--- config.mk ---
export PLATFORM = sky130hd
export DESIGN_NAME = alu_operand_stage
export DESIGN_NICKNAME = d
export VERILOG_FILES = /design/src/rtl/alu_operand_stage.sv
export SDC_FILE = /design/constraint.sdc
export NUM_CORES = 1
export LEC_CHECK = 0
export ABC_CLOCK_PERIOD_IN_PS = 4300
export CELL_PAD_IN_SITES_DETAIL_PLACEMENT = 1
export CELL_PAD_IN_SITES_GLOBAL_PLACEMENT = 1
export CORE_MARGIN = 2
export CORE_UTILIZATION = 31
export DETAILED_ROUTE_END_ITERATION = 8
export PLACE_DENSITY_LB_ADDON = 0.1
export SETUP_SLACK_MARGIN = 0.3
export SYNTH_ARGS = -nofsm -noshare
export SYNTH_HDL_FRONTEND = slang
export SYNTH_SLANG_ARGS = --single-unit
--- constraint.sdc ---
create_clock -name clk_i -period 4.3 [get_ports clk_i]
set_input_delay 0.645 -clock clk_i [delete_from_list [all_inputs] [get_ports clk_i]]
set_output_delay 0.645 -clock clk_i [all_outputs]
set_load 0.01 [all_outputs]
--- src/rtl/alu_operand_stage.sv ---
// -----------------------------------------------------------------------------
// alu_operand_stage
//
// Purpose:
//   Decodes a raw RV32I/RV64I instruction word. Selects ALU operands A and B,
//   and the store data. Resolves rs1/rs2 hazards against NFWD forwarding
//   sources. Forwarding source 0 is the youngest and wins ties. The result is
//   held in an ID/EX pipeline register with a valid/ready handshake. The stage
//   also supports flush and keeps a saturating count of stalled cycles.
//
// Ports:
//   clk_i             clock, rising edge
//   reset_i           synchronous, active-high reset
//   in_valid_i        upstream presents an instruction
//   in_ready_o        stage can accept this cycle (combinational)
//   instr_i           raw 32-bit instruction word
//   pc_i              instruction address
//   rs1_data_i        register-file read of rs1
//   rs2_data_i        register-file read of rs2
//   fwd_valid_i       per-source forwarding valid
//   fwd_rd_i          per-source destination register, slice i = [5i+4:5i]
//   fwd_data_i        per-source result, slice i = [XLEN*i +: XLEN]
//   flush_i           squash the stage contents
//   out_valid_o       registered operands valid
//   out_ready_i       downstream accepts
//   out_a_o           operand A
//   out_b_o           operand B
//   out_store_data_o  forwarded rs2 for stores, else 0
//   out_funct_o       {alt bit, funct3} ALU function
//   out_alu_en_o      instruction uses the ALU
//   out_rd_o          destination register (0 when nothing is written)
//   stall_cnt_o       saturating count of stalled cycles
// -----------------------------------------------------------------------------
module alu_operand_stage #(
  parameter int XLEN  = 32,
  parameter int NFWD  = 2,
  parameter int CNT_W = 16
) (
  input  logic                 clk_i,
  input  logic                 reset_i,
  input  logic                 in_valid_i,
  output logic                 in_ready_o,
  input  logic [31:0]          instr_i,
  input  logic [XLEN-1:0]      pc_i,
  input  logic [XLEN-1:0]      rs1_data_i,
  input  logic [XLEN-1:0]      rs2_data_i,
  input  logic [NFWD-1:0]      fwd_valid_i,
  input  logic [5*NFWD-1:0]    fwd_rd_i,
  input  logic [XLEN*NFWD-1:0] fwd_data_i,
  input  logic                 flush_i,
  output logic                 out_valid_o,
  input  logic                 out_ready_i,
  output logic [XLEN-1:0]      out_a_o,
  output logic [XLEN-1:0]      out_b_o,
  output logic [XLEN-1:0]      out_store_data_o,
  output logic [3:0]           out_funct_o,
  output logic                 out_alu_en_o,
  output logic [4:0]           out_rd_o,
  output logic [CNT_W-1:0]     stall_cnt_o
);

  localparam logic [6:0] OPC_OP_IMM = 7'b0010011;
  localparam logic [6:0] OPC_OP     = 7'b0110011;
  localparam logic [6:0] OPC_LOAD   = 7'b0000011;
  localparam logic [6:0] OPC_STORE  = 7'b0100011;
  localparam logic [6:0] OPC_LUI    = 7'b0110111;
  localparam logic [6:0] OPC_AUIPC  = 7'b0010111;
  localparam logic [6:0] OPC_JAL    = 7'b1101111;
  localparam logic [6:0] OPC_JALR   = 7'b1100111;

  // Sign-extend a 32-bit value to XLEN. The signed size cast sign-extends
  // when XLEN is 64 and passes the value through unchanged when XLEN is 32.
  function automatic logic [XLEN-1:0] sext32(input logic [31:0] v);
    return XLEN'($signed(v));
  endfunction

  // Pick the operand value for one source register. The loop runs from the
  // oldest source down to the youngest, so the lowest matching index wins.
  // x0 always reads as zero, whatever the register file or forwarding say.
  function automatic logic [XLEN-1:0] fwd_select(
    input logic [4:0]           rs,
    input logic [XLEN-1:0]      rf_val,
    input logic [NFWD-1:0]      fv,
    input logic [5*NFWD-1:0]    frd,
    input logic [XLEN*NFWD-1:0] fdata
  );
    logic [XLEN-1:0] r;
    r = rf_val;
    for (int i = NFWD - 1; i >= 0; i--) begin
      r = (fv[i] && (frd[5*i +: 5] == rs)) ? fdata[XLEN*i +: XLEN] : r;
    end
    return (rs == 5'd0) ? {XLEN{1'b0}} : r;
  endfunction

  // Instruction fields
  logic [6:0] opcode_s;
  logic [4:0] rd_s;
  logic [2:0] funct3_s;
  logic [4:0] rs1_s;
  logic [4:0] rs2_s;

  assign opcode_s = instr_i[6:0];
  assign rd_s     = instr_i[11:7];
  assign funct3_s = instr_i[14:12];
  assign rs1_s    = instr_i[19:15];
  assign rs2_s    = instr_i[24:20];

  // Forwarded source operands and immediates
  logic [XLEN-1:0] rs1_val_s;
  logic [XLEN-1:0] rs2_val_s;
  logic [XLEN-1:0] imm_i_s;
  logic [XLEN-1:0] imm_s_s;
  logic [XLEN-1:0] imm_u_s;
  logic [XLEN-1:0] shamt_s;

  assign rs1_val_s = fwd_select(rs1_s, rs1_data_i, fwd_valid_i, fwd_rd_i, fwd_data_i);
  assign rs2_val_s = fwd_select(rs2_s, rs2_data_i, fwd_valid_i, fwd_rd_i, fwd_data_i);
  assign imm_i_s   = sext32({{20{instr_i[31]}}, instr_i[31:20]});
  assign imm_s_s   = sext32({{20{instr_i[31]}}, instr_i[31:25], instr_i[11:7]});
  assign imm_u_s   = sext32({instr_i[31:12], 12'b0});

  // Shift amount is 5 bits on RV32 and 6 bits on RV64, and is zero-extended
  always_comb begin
    shamt_s = {XLEN{1'b0}};
    if (XLEN == 64) begin
      shamt_s = XLEN'(instr_i[25:20]);
    end else begin
      shamt_s = XLEN'(instr_i[24:20]);
    end
  end

  // Decoded next-state values for the pipeline register
  logic [XLEN-1:0] a_d;
  logic [XLEN-1:0] b_d;
  logic [XLEN-1:0] store_d;
  logic [3:0]      funct_d;
  logic            alu_en_d;
  logic [4:0]      rd_d;

  // Opcode decode: operand selection, ALU function and destination register
  always_comb begin
    a_d      = {XLEN{1'b0}};
    b_d      = {XLEN{1'b0}};
    store_d  = {XLEN{1'b0}};
    funct_d  = 4'b0000;
    alu_en_d = 1'b0;
    rd_d     = 5'd0;
    case (opcode_s)
      OPC_OP_IMM: begin
        a_d = rs1_val_s;
        if ((funct3_s == 3'b001) || (funct3_s == 3'b101)) begin
          b_d = shamt_s;
        end else begin
          b_d = imm_i_s;
        end
        // instr[30] carries the alt bit only for SRAI. For the other OP-IMM
        // encodings it is ordinary immediate data.
        funct_d  = {(funct3_s == 3'b101) ? instr_i[30] : 1'b0, funct3_s};
        alu_en_d = 1'b1;
        rd_d     = rd_s;
      end
      OPC_OP: begin
        a_d      = rs1_val_s;
        b_d      = rs2_val_s;
        funct_d  = {instr_i[30], funct3_s};
        alu_en_d = 1'b1;
        rd_d     = rd_s;
      end
      OPC_LOAD: begin
        a_d      = rs1_val_s;
        b_d      = imm_i_s;
        alu_en_d = 1'b1;
        rd_d     = rd_s;
      end
      OPC_STORE: begin
        a_d      = rs1_val_s;
        b_d      = imm_s_s;
        store_d  = rs2_val_s;
        alu_en_d = 1'b1;
      end
      OPC_LUI: begin
        b_d      = imm_u_s;
        alu_en_d = 1'b1;
        rd_d     = rd_s;
      end
      OPC_AUIPC: begin
        a_d      = pc_i;
        b_d      = imm_u_s;
        alu_en_d = 1'b1;
        rd_d     = rd_s;
      end
      OPC_JAL, OPC_JALR: begin
        // The ALU computes the link address PC + 4
        a_d      = pc_i;
        b_d      = XLEN'(4'd4);
        alu_en_d = 1'b1;
        rd_d     = rd_s;
      end
      default: begin
        a_d      = {XLEN{1'b0}};
        b_d      = {XLEN{1'b0}};
        store_d  = {XLEN{1'b0}};
        funct_d  = 4'b0000;
        alu_en_d = 1'b0;
        rd_d     = 5'd0;
      end
    endcase
  end

  // Pipeline register state
  logic             valid_q;
  logic [XLEN-1:0]  a_q;
  logic [XLEN-1:0]  b_q;
  logic [XLEN-1:0]  store_q;
  logic [3:0]       funct_q;
  logic             alu_en_q;
  logic [4:0]       rd_q;
  logic [CNT_W-1:0] stall_cnt_q;
  logic             capture_s;

  assign in_ready_o = ~valid_q | out_ready_i;
  assign capture_s  = in_valid_i & in_ready_o & ~flush_i;

  // ID/EX register: flush beats capture, capture beats drain, otherwise hold
  always_ff @(posedge clk_i) begin
    if (reset_i) begin
      valid_q  <= 1'b0;
      a_q      <= {XLEN{1'b0}};
      b_q      <= {XLEN{1'b0}};
      store_q  <= {XLEN{1'b0}};
      funct_q  <= 4'b0000;
      alu_en_q <= 1'b0;
      rd_q     <= 5'd0;
    end else if (flush_i) begin
      valid_q <= 1'b0;
    end else if (capture_s) begin
      valid_q  <= 1'b1;
      a_q      <= a_d;
      b_q      <= b_d;
      store_q  <= store_d;
      funct_q  <= funct_d;
      alu_en_q <= alu_en_d;
      rd_q     <= rd_d;
    end else if (out_ready_i) begin
      valid_q <= 1'b0;
    end else begin
      valid_q <= valid_q;
    end
  end

  // Saturating stall counter: counts cycles held by downstream back-pressure
  always_ff @(posedge clk_i) begin
    if (reset_i) begin
      stall_cnt_q <= {CNT_W{1'b0}};
    end else if (valid_q && !out_ready_i && !flush_i && (stall_cnt_q != {CNT_W{1'b1}})) begin
      stall_cnt_q <= stall_cnt_q + CNT_W'(1'b1);
    end else begin
      stall_cnt_q <= stall_cnt_q;
    end
  end

  assign out_valid_o      = valid_q;
  assign out_a_o          = a_q;
  assign out_b_o          = b_q;
  assign out_store_data_o = store_q;
  assign out_funct_o      = funct_q;
  assign out_alu_en_o     = alu_en_q;
  assign out_rd_o         = rd_q;
  assign stall_cnt_o      = stall_cnt_q;

endmodule

==> impl_metrics.json <==
{
  "worst_r2r_endpoint": "out_a_o[4]",
  "synth_area_um2": 6995,
  "worst_r2r_path_depth": 7,
  "grt_max_degree": 64,
  "tightest_slew_ns": 1.220,
  "clock.fmax_mhz": 331.8,
  "run_status": "finished clean",
  "clkSinkCount": 123,
  "ir_drop_mv": 0.1988,
  "port_buffers": 332,
  "post_detail_place_hpwl_um": 26050,
  "final-max-slew-violation-count": 0,
  "fin_nets": 1365,
  "dominantRegCellSynth": "dfxtp_1",
  "number_of_antenna_violations_at_the_first_check_in_global_routing": 2,
  "finalCriticalPeriod_ns": 3.014,
  "die-area_um2": 23780,
  "grt_setup_unrepaired": "no",
  "vias": 8461,
  "layout-area-overhead-vs-synth_pct": 59.45,
  "synthesis.instances": 861,
  "fp.coreArea_um2": 21960,
  "number_of_top_level_pins": 333,
  "number_of_design_rule_violations_left_after_detail_routing": 0,
  "r2r_slack_ns": 1.90,
  "core.rowCount": 54,
  "critPathKind": "in -> reg",
  "wirelength_um": 34420,
  "routabilityCongestion": 0.8601,
  "ys_seq_area_share_pct": 35.20,
  "min_path_cells": 2,
  "clockBufferDepth": 2,
  "static-leakage-power_nw": 3.560,
  "finalSetupViolations": 0,
  "r2r-start": "out_valid_o",
  "hold_path_end": "out_store_data_o[5]",
  "number_of_synthesized_flops_with_an_enable_pin": 0,
  "die_w_um": 154.2,
  "share_of_the_clock_period_used_by_the_worst_path_after_layout_pct": 70.10,
  "clk_root_buffer_cell": "clkbuf_16",
  "dpl-instance-area_um2": 10530,
  "cts_tree": "built",
  "endpoint_kind": "flip-flop",
  "postCtsSetupBuffers": 0,
  "number_of_drc_markers_in_iteration_0": 483,
  "number_of_global_route_vias_before_repair": 8756,
  "final.setup.tns_ns": 0,
  "top_library_cells_by_usage_in_the_layout_fill_and_taps_aside": "clkdlybuf4s50_1 (331), dfxtp_1 (123), a21oi_1 (82), o21ai_0 (78), nor2_1 (57)",
  "drt.antenna.violating_nets": 0,
  "most_frequent_standard_cell_in_the_layout_excluding_fill_and_tap_cells": "clkdlybuf4s50_1",
  "grt_first_pass_wirelength_um": 52340,
  "report.final.hold_viol_count": 0,
  "hold_path_class": "reg -> reg",
  "die_boundary_height_um": 154.2,
  "synth_area_per_cell_um2": 8.125,
  "postSynth.asyncResetShare_pct": 0,
  "htree_num_levels": 4,
  "cellPowerDensity_nw_per_um2": 294.1,
  "worst_setup_hold_path_clk_slew_ns": 0.06,
  "slew-limit-headroom_pct": 18.56,
  "ys_seq_elements": 123,
  "critical_path.max_fanout": 19,
  "post-layout-total-power_mw": 3.280,
  "setup.worst_path.start": "instr_i[22]",
  "final_core_utilization_pct": 50.80,
  "cts_hold_buffers_added": 0,
  "grt_util_all_layers_pct": 28.62,
  "synthDistinctLibCells": 56,
  "fin_worst_skew_ns": 0.01156,
  "hold_ws_ns": 0.4521,
  "synth-warning-count": 0,
  "wire_per_inst_um": 23.74,
  "drv.max_cap_violation_count": 0,
  "post_drt_via_cell_ratio": 5.835,
  "critPathRequiredTime_ns": 4.62,
  "worstSkewPairLatency_ns": 0.42,
  "postCtsResizedCells": 0,
  "post_route_standard_cell_area_excluding_fillers_um2": 11150,
  "hold_path_startpoint": "out_store_data_o[5]",
  "detail_route.first_pass.iterations": 5,
  "critPathArrivalTime_ns": 3.33,
  "worstSetupStartpointType": "input pin",
  "layout-drive-gt1-share_pct": 6.164,
  "cts_buffers": 17,
  "grt_overflow": 0,
  "floorplan.initialDensity_pct": 31.86,
  "syn_nets": 1071
}
layer usage:
layer	GRT usage (%)	vias up	wire length [um]
li1	-	3891	-
met1	34.40	4158	14290
met5	0	-	0
met2	49.07	356	16580
met3	7.705	56	2490
met4	10.50	0	1058
how the worst max path moves through the flow:
stage / to / slack, ns / cells after the start
floorplan: stall_cnt_o[15] / 2.13 / 6
global placement: out_store_data_o[1] / 0.93 / 7
finish: out_store_data_o[1] / 1.29 / 7
CTS: out_store_data_o[1] / 1.30 / 7
global route: out_b_o[5] / 1.14 / 6
detailed placement: out_store_data_o[1] / 0.86 / 7
Yosys cell counts (4+ instances only):
library cell / instances / area, um^2
dfxtp_1: 123 / 2462
a21oi_1: 83 / 415.4
o21ai_0: 78 / 390.4
clkbuf_1: 58 / 217.7
nor2_1: 58 / 217.7
nand2_1: 52 / 195.2
a221oi_1: 51 / 446.7
nand3_1: 38 / 190.2
mux2i_1: 34 / 340.3
nor3_1: 34 / 170.2
a31oi_1: 28 / 175.2
a22o_1: 26 / 227.7
xnor2_1: 24 / 210.2
a311o_1: 19 / 190.2
buf_2: 16 / 80.08
a211oi_1: 12 / 90.09
a22oi_1: 12 / 90.09
o311ai_0: 12 / 105.1
and3_1: 10 / 62.56
nor2b_1: 9 / 56.30
xor2_1: 8 / 70.07
a21boi_0: 6 / 45.04
o2bb2ai_1: 6 / 52.55
or3_1: 6 / 37.54
and2_1: 4 / 25.02
buf_1: 4 / 15.01
nor3b_1: 4 / 30.03
power breakdown:
part	switching [mW]	internal [mW]	total (mW)
clock network	0.583	0.973	1.56
logic	0.266	0.284	0.550
registers	0.0132	1.16	1.17
total	0.863	2.42	3.28
flip-flops by register name (all words and copies together) (netlist names):
signal / flops
out_a_o: 32
out_store_data_o: 32
out_alu_en_o: 1
out_rd_o: 5
out_b_o: 32
out_valid_o: 1
out_funct_o: 4
stall_cnt_o: 16
final cells by class:
class                   instances  area [um^2]
clock buffers                  18        429.2
multi-input cells             654         4204
inverters                       3        11.26
clock inverters                14        193.9
repair buffers                356         3498
fillers                      2578        10800
diodes                          2        5.005
well taps                     280        350.3
flip-flops and latches        123         2462
cell families after synthesis:
| logic type | after synthesis | share of synthesized area [%] |
|---|---|---|
| compound gates | 348 | 33.95 |
| xor+xnor | 32 | 4.006 |
| fa+ha+maj | 1 | 0.1788 |
| buf+inv | 84 | 5.008 |
| flops | 123 | 35.20 |
| mux | 34 | 4.865 |
| simple gates | 239 | 16.80 |
critical path, cell delays in order:
cell and delay, ns:
clkdlybuf4s50_1 0.65, xnor2_1 0.18, nand4_1 0.72, buf_4 0.43, o21ai_0 0.17, a31oi_1 0.23
a22o_1 0.29
metrics by stage:
step | std cells | setup slack, ns
2_1_floorplan | 861 | 2.133
3_3_place_gp | 1416 | 0.9309
3_5_place_dp | 1416 | 0.8604
4_1_cts | 1448 | 1.304
5_1_grt | 1450 | 1.138
6_report | 1450 | 1.286
Note: power is estimated with default switching activity, not from simulation.
